==> config.mk <==
export PLATFORM = sky130hd
export DESIGN_NAME = hazard_ctrl_seq
export DESIGN_NICKNAME = d
export VERILOG_FILES = /design/src/rtl/hazard_ctrl_seq.sv
export SDC_FILE = /design/constraint.sdc
export NUM_CORES = 1
export LEC_CHECK = 0
export BUFFER_PORTS_ARGS = -buffer_cell sky130_fd_sc_hd__buf_2
export CORE_ASPECT_RATIO = 2
export CORE_MARGIN = 4
export CORE_UTILIZATION = 39
export CTS_CLUSTER_DIAMETER = 80
export DETAILED_ROUTE_END_ITERATION = 8
export HOLD_SLACK_MARGIN = 0.15
export PLACE_DENSITY = 0.8
export SLEW_MARGIN = 25
export SYNTH_ARGS = -nofsm -noshare
export SYNTH_HDL_FRONTEND = slang
export SYNTH_SLANG_ARGS = --single-unit
export TNS_END_PERCENT = 5
==> constraint.sdc <==
create_clock -name clk -period 2 [get_ports clk]
set_clock_uncertainty 0.1 [all_clocks]
set_input_delay 0 -clock clk [delete_from_list [all_inputs] [get_ports clk]]
set_output_delay 0 -clock clk [all_outputs]
set_load 0.03 [all_outputs]
==> src/rtl/hazard_ctrl_seq.sv <==
// Pipeline hazard controller: operand forwarding, sequenced load-use stall,
// masked branch flush and saturating stall/flush event counters.
module hazard_ctrl_seq #(
  parameter int DATA_W         = 32,
  parameter int REG_AW         = 4,
  parameter int LOAD_STALL_CYC = 1,
  parameter int FLUSH_STAGES   = 5,
  parameter logic [FLUSH_STAGES-1:0] BRANCH_FLUSH_MASK = 5'b01110,
  parameter int LOAD_BUBBLE_IDX = 1,
  parameter int CNT_W          = 16
) (
  input  logic                    clk,
  input  logic                    rst,
  input  logic [REG_AW-1:0]       Ra,
  input  logic [REG_AW-1:0]       Rb,
  input  logic [REG_AW-1:0]       id_ra,
  input  logic [REG_AW-1:0]       id_rb,
  input  logic [REG_AW-1:0]       ex_rd,
  input  logic                    ex_we,
  input  logic                    ex_is_load,
  input  logic [REG_AW-1:0]       Rd_EXMEM,
  input  logic [REG_AW-1:0]       Rd_MEMWB,
  input  logic                    exmem_we,
  input  logic                    memwb_we,
  input  logic [DATA_W-1:0]       aluResult,
  input  logic [DATA_W-1:0]       Result,
  input  logic                    branchTakenFlag,
  input  logic                    cnt_clr,
  output logic [1:0]              Fa,
  output logic [1:0]              Fb,
  output logic [DATA_W-1:0]       Forward1,
  output logic [DATA_W-1:0]       Forward2,
  output logic                    stall,
  output logic [FLUSH_STAGES-1:0] flush,
  output logic [CNT_W-1:0]        stall_cnt,
  output logic [CNT_W-1:0]        flush_cnt,
  output logic [0:0]              dbgState
);

  localparam logic [0:0] RUN    = 1'b0;
  localparam logic [0:0] LSTALL = 1'b1;
  localparam logic [FLUSH_STAGES-1:0] BUBBLE_BIT = FLUSH_STAGES'(1) << LOAD_BUBBLE_IDX;

  logic [0:0]              state, stateNext;
  logic [3:0]              cnt, cntNext;
  logic                    loadUse;
  logic                    stallRaw;
  logic [FLUSH_STAGES-1:0] flushRaw;
  logic                    branchFlush;

  // EX/MEM is the younger producer, so it takes priority over MEM/WB.
  always_comb begin
    Fa = 2'b00;
    if (exmem_we && Rd_EXMEM == Ra)      Fa = 2'b01;
    else if (memwb_we && Rd_MEMWB == Ra) Fa = 2'b10;
    Fb = 2'b00;
    if (exmem_we && Rd_EXMEM == Rb)      Fb = 2'b01;
    else if (memwb_we && Rd_MEMWB == Rb) Fb = 2'b10;
  end

  always_comb begin
    Forward1 = '0;
    Forward2 = '0;
    case (Fa)
      2'b01:   Forward1 = aluResult;
      2'b10:   Forward1 = Result;
      default: Forward1 = '0;
    endcase
    case (Fb)
      2'b01:   Forward2 = aluResult;
      2'b10:   Forward2 = Result;
      default: Forward2 = '0;
    endcase
  end

  assign loadUse = ex_is_load && ex_we && (ex_rd == id_ra || ex_rd == id_rb);

  always_comb begin
    stateNext   = state;
    cntNext     = cnt;
    stallRaw    = 1'b0;
    flushRaw    = '0;
    branchFlush = 1'b0;
    case (state)
      RUN: begin
        if (branchTakenFlag) begin
          flushRaw    = BRANCH_FLUSH_MASK;
          branchFlush = 1'b1;
        end else if (loadUse) begin
          stallRaw = 1'b1;
          flushRaw = BUBBLE_BIT;
          if (LOAD_STALL_CYC > 1) begin
            stateNext = LSTALL;
            cntNext   = 4'(LOAD_STALL_CYC - 1);
          end
        end
      end
      LSTALL: begin
        // EX already holds the bubble; every hazard input is ignored here.
        stallRaw = 1'b1;
        cntNext  = cnt - 4'd1;
        if (cnt <= 4'd1) begin
          stateNext = RUN;
          cntNext   = 4'd0;
        end
      end
      default: begin
        stateNext = RUN;
        cntNext   = 4'd0;
      end
    endcase
  end

  always_ff @(posedge clk or negedge rst) begin
    if (!rst) begin
      state <= RUN;
      cnt   <= 4'd0;
    end else begin
      state <= stateNext;
      cnt   <= cntNext;
    end
  end

  // Gating with rst makes stall/flush drop the instant reset asserts.
  assign stall    = stallRaw & rst;
  assign flush    = flushRaw & {FLUSH_STAGES{rst}};
  assign dbgState = state;

  always_ff @(posedge clk or negedge rst) begin
    if (!rst) begin
      stall_cnt <= '0;
      flush_cnt <= '0;
    end else if (cnt_clr) begin
      stall_cnt <= '0;
      flush_cnt <= '0;
    end else begin
      if (stall && stall_cnt != '1)       stall_cnt <= stall_cnt + CNT_W'(1);
      if (branchFlush && flush_cnt != '1) flush_cnt <= flush_cnt + CNT_W'(1);
    end
  end

endmodule

# After elaboration in Yosys (flattened, before gate mapping)
# Index checks and enable logic that the tools add are counted.
# word_totals
regBits	37
inputBits	100
output_inout_bits	107
wordCells	55
# op_classes
n_addsub	3
order_cmp	1
eq_ne	12
n_mux	21
bitwise_logic	3
n_reduce_logical	11
# op_table
op	count
32-bit one-hot mux with 2 select lines	2
16-bit two-way mux	4
16-bit by 1-bit adder with 16-bit output, second input constant	2
16-bit != test, second input constant	2
4-bit equality test	6
4-bit two-way mux	3
2-bit two-way mux	5
1-bit logical AND	8
1-bit two-way mux	6
5-bit bitwise AND	1
2-bit by 1-bit equality test with 1-bit output, second input constant	2
2-bit equality test, second input constant	2
4-bit by 1-bit less-or-equal comparator with 1-bit output, second input constant	1
2-bit nonzero test	2
4-bit by 1-bit subtractor with 4-bit output, second input constant	1
1-bit one-hot mux with 2 select lines	1
1-bit bitwise AND	1
1-bit logical OR	1
1-bit NOT	1

# Logic depth before layout (Yosys ltp)
# depth
ltp_word	10
depth_mapped	8
depth_no_buf	6

# Worst setup path before layout
# No wires, ideal clock.
# synth_path
path_type	register to register
startpoint	register flush_cnt[0]
endpoint	register flush_cnt[9]
setup_ns	0.119
arrival_time_ns	1.996
required_ns	1.781
path_slack_ns	-0.215
stages_incl_launch_ff	9
path_buffers	2
synth_period_minus_slack_ns	2.215
path_cell_list	dfrtp_1 ha_1 nand2_1 or2_2 clkbuf_1 o31ai_4 buf_4 nor4_1 o21ba_2
# synth_between
elab_chain_len	3
word_cells_on_any_way	6
classes_between	1 x add/sub; 1 x eq/ne; 2 x mux; 2 x reduce/logical
# synth_lines
element	line_no	text
start: declaration	36	output logic [CNT_W-1:0] flush_cnt,
start signal: assignment	138	if (branchFlush && flush_cnt != '1) flush_cnt <= flush_cnt + CNT_W'(1);
16-bit by 1-bit adder with 16-bit output / 16-bit != test (equally long branches)	138	
16-bit two-way mux / 1-bit logical AND (equally long branches)	138	
16-bit two-way mux / 2-bit nonzero test (equally long branches)	-	
# Parallel ways exist; a longest one is shown, timed or not. The select of a mux whose other input is x is not followed.
# A chain may end at the register's enable or synchronous reset.

# Final worst setup path
# layout_path
startpoint	register stall_cnt[0]
endpoint	register stall_cnt[5]
# layout_between
elab_chain_len	3
word_cells_on_any_way	6
classes_between	1 x add/sub; 1 x eq/ne; 2 x mux; 2 x reduce/logical
# layout_lines
element	line_no	text
start: declaration	35	output logic [CNT_W-1:0] stall_cnt,
start signal: assignment	137	if (stall && stall_cnt != '1) stall_cnt <= stall_cnt + CNT_W'(1);
16-bit by 1-bit adder with 16-bit output / 16-bit != test (equally long branches)	137	
16-bit two-way mux / 1-bit logical AND (equally long branches)	137	
16-bit two-way mux / 2-bit nonzero test (equally long branches)	-	
# Parallel ways exist; a longest one is shown, timed or not. The select of a mux whose other input is x is not followed.

==> results_dict.tcl <==
set metrics [dict create \
    postRouteAntennaNets 0 \
    path_cells "ha_4 > nand4_1 > or4_4 > o211ai_4 > buf_6 > nor4_2 > mux2_4" \
    port_buffers 204 \
    worstHoldPathType "in2reg" \
    critPathRequiredTime_ns 2.07 \
    fill_cells 674 \
    yosysWarningCount 0 \
    cts_buffer_depth 2 \
    worst_slack_ns 0.0203 \
    antenna_found_initial 21 \
    path_delay_family "simple AND/OR/NAND/NOR gates" \
    synth_edf_count 0 \
    die_y_um 135 \
    critPathMaxStageDelay_ns 0.45 \
    clkTransAtPathRegs_ns 0.06 \
    path_class "reg2reg" \
    top_usage_layer "met2" \
    cts-root-buf "clkbuf_16" \
    grt_pass1_wl_um 18500 \
    routabilityCongestion 0.988 \
    fin_crit_ns 1.98 \
    outcome "completed" \
    ctsHtreeMaxLevel 2 \
    areaGrowthSynthToFinish_pct 50.0 \
    grt_pass1_vias 3773 \
    placementRows 46 \
    synth.most_common_cell "a22o_1" \
    dp_hpwl_um 9770 \
    fin_crit_sh 0.990 \
    cts_sinks 37 \
    globalRoute.totalOverflow 0 \
    synth_cell_types 48 \
    drc 0 \
    die_x_um 71.4 \
    use_met1 0.244 \
    ioPinCount 207 \
    dp_cells 649 \
    clk_latency_ns 0.29 \
    final_cell_area_um2 4700 \
    grt_util_met3 0.133 \
    cts_tree "built" \
    synth_seq_cells 37 \
    synth_cells 343 \
    slowest_stage "or4_4" \
    finalSetupViolations 0 \
    powerDensity_nw_per_um2 475 \
    synth_top_area_cell "dfrtp_1" \
    syn_area_per_cell_um2 9.13 \
    p_total_uw 2230 \
    dp_slack_ns 0.0298 \
    path_buf_inv 1 \
    p_leak_uw 0.00235 \
    cts_made_buffers 5 \
    drt-wirelength-per-cell_um 17.9 \
    peakVddDrop_mv 0.588 \
    end_kind "flop" \
    maxCapViolCount 0 \
    synthTopCellsByArea "dfrtp_1 30%, a22o_1 18%, xor2_1 5.0%" \
    fmax_ghz 0.505 \
    dr.first_iter.drc_count 110 \
    met2_usage 0.415 \
    yosys.area.top_type_share 0.296 \
    maxSlewViolCount 0 \
    async_flop_share 1.00 \
    firstDrtPassIters 4 \
    rsz0062_at_grt "true" \
    coreArea_um2 7890 \
    wl_um 12000 \
    vias 3782 \
    grt_util_all_layers 0.242 \
    ys.flop_type "dfrtp_1" \
    critPathArrivalTime_ns 2.05 \
    start_util 0.397 \
    cp_max_fo 10 \
    hold_violations 0 \
    drive_above_1_share 0.516 \
    fin_nets 665 \
    holdWs_ns 0.167 \
    vias_per_cell 5.63 \
    syn_area_um2 3130 \
    synthTopCellsByCount "64 x a22o_1, 37 x dfrtp_1, 24 x nor2_1" \
    fin_cells 672 \
    max_slew_margin 0.513 \
    grt_max_degree 43 \
    placed_area_um2 4440 \
    worst_pin_slew_ns 0.731 \
    start_kind "flop" \
    die_area_um2 9620 \
    yosysSeqAreaShare 0.296 \
]
## worst register-to-register path, stage by stage, from the launching register on
cell,delay (ns)
dfrtp_2,0.41
ha_4,0.16
nand4_1,0.10
or4_4,0.45
o211ai_4,0.11
buf_6,0.17
nor4_2,0.06
mux2_4,0.30
## worst paths after layout
kind                                end  cells after the start  slack, ns         start
setup / recovery           stall_cnt[5]                      7       0.02  stall_cnt[0]
hold / removal             flush_cnt[8]                      2       0.17       cnt_clr
setup reg to reg           stall_cnt[5]                      7       0.02  stall_cnt[0]
hold reg to reg                  cnt[2]                      2       0.44        cnt[2]
max in group asynchronous  stall_cnt[9]                      3       1.09           rst
min in group asynchronous  flush_cnt[8]                      3       0.31           rst
## metal layers
layer	wire (µm)	up-vias
met4	342	14
met5	57	-
met3	1730	33
met1	4040	1780
met2	5870	198
li1	-	1757
## area by class of cell
class	count	area [µm²]	share of cell area
Multi-Input combinational cell	275	2110	0.450
Timing Repair Buffer	236	1280	0.273
Sequential cell	37	948	0.202
Clock buffer	6	139	0.0296
Tap cell	96	120	0.0256
Clock inverter	2	37.5	0.00799
Antenna cell	14	35.0	0.00746
Inverter	6	22.5	0.00479
## flip-flops by register name, indices dropped and copies added (netlist names)
register	count
flush_cnt	16
stall_cnt	16
cnt	4
dbgState	1
## kinds of logic after synthesis
family,synth area share
AOI/OAI and AO/OA,0.276
xor gates and xnor gates,0.0867
muxes,0.0416
adders and majority gates,0.0160
buffers and inverters,0.0539
other,0.00120
and+or+nand+nor,0.229
DFF,0.296
## metrics by stage
stage               TNS [ns]  utilization
floorplan             -0.239            -
global placement           0        0.564
detailed placement         0        0.564
CTS                        0        0.587
global route          -0.392        0.596
finish                     0        0.596
## layout by cell type, fill, tap and decap left out, types with 2 or more instances in the layout
master,instances
or4_1,14
inv_1,6
nor2b_1,11
dfrtp_1,19
nor4_4,2
ha_1,2
mux2_4,6
o211ai_1,2
nand4_1,4
or2_2,2
conb_1,2
nor4_2,4
xor2_1,18
dfrtp_2,18
nor2_2,2
nand2_1,21
a21oi_1,12
nor3b_1,2
xnor2_1,13
buf_2,204
buf_6,2
clkbuf_16,5
nor3_1,2
o21ai_0,6
nor3_2,2
or3_1,3
diode_2,14
a22o_1,64
nand2b_1,5
nor2_1,22
nand3_1,14
nor4_1,2
and2_1,2
o31ai_1,11
mux2i_1,4
buf_4,28
## where the power goes
part	total [µW]	leakage, µW	internal (µW)	switching (µW)
clock	937	0.0000832	622	315
sequential	759	0.000486	754	5.32
combinational	536	0.00178	204	332
## repair_timing
item	CTS	global route
setup buffers	0	0
hold buffers	1	0
hold endpoints to repair	37	0
resized for setup	0	7
endpoints found under the setup margin	0	18
Power figures use the tool's default switching activity.
